$ cat src/rtl/mul_pkg.sv
`default_nettype none
// ============================================================================
//  Module      : mul_pkg
//  Description : Shared types and constants for the multiply/HI-LO sequencer.
//  Revision    : 1.0 - initial release
// ============================================================================
package mul_pkg;

  // Sequencer state: waiting for a request, or holding operands while the
  // combinational multiplier settles.
  typedef enum logic {
    IDLE = 1'b0,
    CALC = 1'b1
  } state_e;

  // Default operand / HI / LO width; the product is twice this wide.
  localparam int DEF_DATA_W = 32;

  // Settle counter width; covers hold times of 1..15 clocks.
  localparam int MUL_CNT_W = 4;

endpackage : mul_pkg
`default_nettype wire

$ cat src/rtl/hilo_reg_pair.sv
`default_nettype none
// ============================================================================
//  Module      : hilo_reg_pair
//  Description : Architectural HI/LO registers. A product capture loads both
//                words and wins over the mthi/mtlo write enables.
//  Revision    : 1.0 - initial release
// ============================================================================
module hilo_reg_pair
  import mul_pkg::*;
#(
  parameter int DATA_W = DEF_DATA_W
) (
  input  logic              clock,
  input  logic              clear,
  input  logic              capture,
  input  logic [DATA_W-1:0] cap_hi,
  input  logic [DATA_W-1:0] cap_lo,
  input  logic              hi_we,
  input  logic [DATA_W-1:0] hi_in,
  input  logic              lo_we,
  input  logic [DATA_W-1:0] lo_in,
  output logic [DATA_W-1:0] hi_out,
  output logic [DATA_W-1:0] lo_out
);

  logic [DATA_W-1:0] r_hi;
  logic [DATA_W-1:0] r_lo;

  // HI/LO update: product capture first, otherwise the individual moves.
  always_ff @(posedge clock or posedge clear) begin
    if (clear) begin
      r_hi <= '0;
      r_lo <= '0;
    end else if (capture) begin
      r_hi <= cap_hi;
      r_lo <= cap_lo;
    end else begin
      if (hi_we) r_hi <= hi_in;
      if (lo_we) r_lo <= lo_in;
    end
  end

  assign hi_out = r_hi;
  assign lo_out = r_lo;

endmodule : hilo_reg_pair
`default_nettype wire

$ cat src/rtl/mul_hilo_ctrl.sv
`default_nettype none
// ============================================================================
//  Module      : mul_hilo_ctrl
//  Description : Sequencer around an external combinational signed multiplier.
//                Latches operands, holds them MUL_CYCLES clocks while the
//                multiplier settles, then captures the product into HI/LO.
//  Revision    : 1.0 - initial release
// ============================================================================
module mul_hilo_ctrl
  import mul_pkg::*;
#(
  parameter int DATA_W     = DEF_DATA_W,
  parameter int MUL_CYCLES = 2
) (
  input  logic              clock,
  input  logic              clear,
  input  logic              start,
  input  logic [DATA_W-1:0] op_a,
  input  logic [DATA_W-1:0] op_b,
  output logic [DATA_W-1:0] mul_a,
  output logic [DATA_W-1:0] mul_b,
  input  logic [DATA_W-1:0] mul_lo,
  input  logic [DATA_W-1:0] mul_hi,
  input  logic              hi_we,
  input  logic [DATA_W-1:0] hi_in,
  input  logic              lo_we,
  input  logic [DATA_W-1:0] lo_in,
  output logic [DATA_W-1:0] hi_out,
  output logic [DATA_W-1:0] lo_out,
  output logic              busy,
  output logic              done
);

  // Counter preload: the last CALC cycle is the one where the count is zero.
  localparam logic [MUL_CNT_W-1:0] C_CNT_LOAD = MUL_CNT_W'(MUL_CYCLES - 1);

  state_e                 r_state;
  state_e                 w_state_next;
  logic [MUL_CNT_W-1:0]   r_cnt;
  logic [MUL_CNT_W-1:0]   w_cnt_next;
  logic [DATA_W-1:0]      r_mul_a;
  logic [DATA_W-1:0]      r_mul_b;
  logic                   r_done;
  logic                   w_accept;
  logic                   w_capture;
  logic                   w_idle;

  // Next-state, counter and accept/capture decode.
  always_comb begin
    w_state_next = r_state;
    w_cnt_next   = r_cnt;
    w_accept     = 1'b0;
    w_capture    = 1'b0;
    case (r_state)
      IDLE: begin
        if (start) begin
          w_accept     = 1'b1;
          w_cnt_next   = C_CNT_LOAD;
          w_state_next = CALC;
        end
      end
      CALC: begin
        if (r_cnt != '0) begin
          w_cnt_next = r_cnt - MUL_CNT_W'(1);
        end else begin
          w_capture    = 1'b1;
          w_state_next = IDLE;
        end
      end
      default: w_state_next = IDLE;
    endcase
  end

  // State, counter and done-pulse registers.
  always_ff @(posedge clock or posedge clear) begin
    if (clear) begin
      r_state <= IDLE;
      r_cnt   <= '0;
      r_done  <= 1'b0;
    end else begin
      r_state <= w_state_next;
      r_cnt   <= w_cnt_next;
      r_done  <= w_capture;
    end
  end

  // Operand latches feeding the multiplier; they move only on an accepted
  // start so the multiplier inputs stay stable through CALC and IDLE.
  always_ff @(posedge clock or posedge clear) begin
    if (clear) begin
      r_mul_a <= '0;
      r_mul_b <= '0;
    end else if (w_accept) begin
      r_mul_a <= op_a;
      r_mul_b <= op_b;
    end
  end

  // mthi/mtlo only act while no multiply is in flight.
  assign w_idle = (r_state == IDLE);

  hilo_reg_pair #(
    .DATA_W (DATA_W)
  ) u_hilo (
    .clock   (clock),
    .clear   (clear),
    .capture (w_capture),
    .cap_hi  (mul_hi),
    .cap_lo  (mul_lo),
    .hi_we   (hi_we & w_idle),
    .hi_in   (hi_in),
    .lo_we   (lo_we & w_idle),
    .lo_in   (lo_in),
    .hi_out  (hi_out),
    .lo_out  (lo_out)
  );

  assign mul_a = r_mul_a;
  assign mul_b = r_mul_b;
  assign busy  = (r_state == CALC);
  assign done  = r_done;

endmodule : mul_hilo_ctrl
`default_nettype wire

$ cat config.mk
export PLATFORM = sky130hd
export DESIGN_NAME = mul_hilo_ctrl
export DESIGN_NICKNAME = d
export VERILOG_FILES = /design/src/rtl/mul_pkg.sv /design/src/rtl/hilo_reg_pair.sv /design/src/rtl/mul_hilo_ctrl.sv
export SDC_FILE = /design/constraint.sdc
export NUM_CORES = 1
export LEC_CHECK = 0
export BUFFER_PORTS_ARGS = -buffer_cell sky130_fd_sc_hd__buf_2
export CORE_AREA = 2 2 127 129
export CTS_CLUSTER_SIZE = 12
export DETAILED_ROUTE_END_ITERATION = 16
export DIE_AREA = 0 0 129 131
export PLACE_DENSITY = 0.76
export SYNTH_ARGS = -nofsm -noshare
export SYNTH_HDL_FRONTEND = slang
export SYNTH_SLANG_ARGS = --single-unit
export TNS_END_PERCENT = 5
$ cat constraint.sdc
create_clock -name clock -period 6.6 [get_ports clock]
set_clock_uncertainty 0.1 [all_clocks]
set_input_delay 1.32 -clock clock [delete_from_list [all_inputs] [get_ports clock]]
set_output_delay 1.32 -clock clock [all_outputs]
set_load 0.005 [all_outputs]
==> results by group <==
STA
  – Slew Limit Fails: 0
  – Fin. Hold Viols: 0
  – Setup violators final: 0
  – Worst hold slack: around 370 ps
  – RSZ-0062 raised after global routing: no
  – Worst-Margin Slew: roughly 1200 ps
  – Setup TNS: 0 ps
  – Final min period: between 2000 and 3000 ps
  – Final Cycle Share: a little over two fifths
  – Fmax: 0.364 GHz
  – Rel. slew slack: about 20%

Job
  – Max Cap Viol: 0

Route
  – Initial DRC count: 200
  – DRT Pass-1 Iters: 4
  – Via Count: 4992
  – Vias per cell: 4.47
  – Final wirelength: approximately 16000 µm
  – Routed WL per cell: 14.2 µm
  – Number of antenna-violating nets in the routed design: 0
  – # DRC: 0

Worst setup path
  – Family with the most delay on the worst path: flip-flops
  – Worst path slowest cell: dfrtp_1
  – Bufs and invs on worst path: 1
  – CP cell instances: buf_2
  – WP data arrival: 1330 ps
  – Critical-path maximum fanout: 12
  – Startpoint type of the worst setup path: flop
  – Critical setup path kind: reg -> out
  – CP max stage delay: 680 ps
  – Worst EP required: between 5000 and 6000 ps
  – CP endpoint kind: primary output

Power and ir drop
  – Comb power frac: a little over a third
  – VDD IR-drop max: 0.216 mV
  – Part of the power in registers: just under 40%
  – Switch share: about a third
  – Power Density: around 460 nW/µm²
  – Internal power: around 2.4 mW
  – Clock share of power: around a quarter
  – Final Power: ~3.7 mW
  – Switch Pwr: between 1 and 1.5 mW
  – Leak: ~4.4 nW

Clock tree
  – CTS sink cnt: between 100 and 150
  – Clock latency on the worst-skew pair: around 400 ps
  – Post-CTS setup buffer count: 0
  – Number of CTS-inserted buffers: 17
  – Root buffer cell: clkbuf_16
  – Clock Tree Buf Depth: 2
  – TritonCTS clock tree: done
  – Clock-pin transition on the worst setup and hold timing paths: approximately 60 ps
  – CTS hold repair buffers: 0
  – CTS H-Tree Depth: 4
  – CTS resizes: 0

Cells and area
  – Layout cell share with drive strength beyond 1: a little over 40%
  – Most frequent cells in the layout: buf_2, nand2_1, dfrtp_1
  – Commonest non-fill, non-tap cell in the layout: buf_2
  – Layout Nets: 1086
  – Synth-to-layout area growth: 41.2%
  – Final instance area: between 7000 and 8000 µm²
  – Fill count: about 1500
  – Post-Route Utilization: 51.2%

Logic synthesis
  – Sequential share of the synthesized area: approximately three fifths
  – Post-Synthesis Cell Area: roughly 5700 µm²
  – Mapped Nets: roughly 780
  – Synth Warn #: 0
  – Syn Inst Count: 576
  – Avg Inst Size Synth: roughly 9.8 µm²
  – Synth unique cells: 26
  – FF+latch count, synth: about 130

Global route
  – Total GRT Usage: a little under a fifth
  – Total gr overflow: 0
  – Vias in the first global route: 4758
  – Antenna violations before repair: 1
  – Largest net degree at the start of global routing: between 100 and 150
  – First-pass GRT wire length: 23800 µm

Placement
  – GP Congestion: roughly 0.81
  – Post-DP HPWL: 11500 µm
  – Area post-placement: between 7000 and 8000 µm²
  – Port Buffers: around 330

Die
  – Initial Util: a little over a third
  – IO Count: approximately 330
  – Core area: around 16000 µm²
  – Die area: around 17000 µm²
  – Die H: roughly 130 µm
  – Die Wd: approximately 130 µm
  – FP Rows: 46

Hold path
  – Hold Path Class: reg -> reg

Run status
  – Status: finished clean
-- registers in the layout, summed over array words and instances, names as in the netlist --
signal	count
mul_a	32
u_hilo.lo_out	32
done	1
u_hilo.hi_out	32
busy	1
mul_b	32
r_cnt	4
-- synthesized netlist by cell type, drive strengths merged --
cell	instances	area share [%]
nor3	1	0.088
nor2	1	0.066
or2b	1	0.13
o21ai	53	4.7
a221o	7	1.2
nand2b	4	0.44
a22oi	6	0.80
nand4b	1	0.15
o221ai	1	0.15
nand2	253	17
nor3b	7	0.93
clkbuf	8	0.53
dfrtp	134	59
mux2i	53	9.4
nand4bb	1	0.20
inv	4	0.31
nor2b	3	0.38
nand3	7	0.62
ha	2	0.44
buf	29	3.3
-- logic make-up (layout without fill, tap and decap cells) --
logic type / Yosys count / count (layout) / synth area share [%]
AOI/OAI and AO/OA: 67 / 67 / 6.88
adders and majority gates: 2 / 2 / 0.443
buffers and inverters: 41 / 365 / 4.16
DFF: 134 / 134 / 59.3
muxes: 53 / 53 / 9.38
other: 0 / 1 / 0
and+or+nand+nor: 279 / 279 / 19.8
-- per-stage QoR --
stage          worst slack (ps)  std cells
6_report                   3850       1117
5_1_grt                    3620       1116
4_1_cts                    3840       1116
3_5_place_dp               3590       1084
3_3_place_gp               3640       1084
2_1_floorplan              1600        576
-- power by group through the flow --
stage          clock [mW]  combinational, mW  sequential (mW)
5_1_grt              1.02               1.50             1.50
3_3_place_gp            0               1.29             1.45
2_1_floorplan           0              0.716             1.48
4_1_cts             0.977               1.33             1.45
6_report            0.950               1.31             1.45
3_5_place_dp            0               1.34             1.45
-- metal layers --
layer	global-route usage, %	up-vias	part of all wire, %	routed length [µm]
met5	0	-	0	0
met4	5.18	0	0.84	133
met3	6.47	9	8.3	1310
met2	30.8	198	50	7940
met1	22.1	2286	41	6470
li1	-	2499	-	-
-- worst paths after layout --
check                         start                 to  slack [ps]  depth (start not counted)
hold / removal             mul_a[5]           mul_a[5]         370                          2
hold reg to reg            mul_a[5]           mul_a[5]         370                          2
setup reg to reg               busy  u_hilo.hi_out[14]        3870                          4
setup / recovery               busy               busy        3850                          1
max in group asynchronous     clear  u_hilo.hi_out[26]        4250                          3
min in group asynchronous     clear          mul_a[21]         890                          2
-- layout make-up --
type | count | area, µm² | area share (%)
Clock inverter | 13 | 144 | 1.80
Clock buffer | 19 | 453 | 5.67
Multi-Input combinational cell | 401 | 2080 | 26.1
Timing Repair Buffer | 329 | 1650 | 20.7
Antenna cell | 1 | 2.50 | 0.0314
Sequential cell | 134 | 3350 | 42.0
Tap cell | 216 | 270 | 3.39
Inverter | 4 | 22.5 | 0.282
Note: power is estimated with default switching activity, not from simulation.
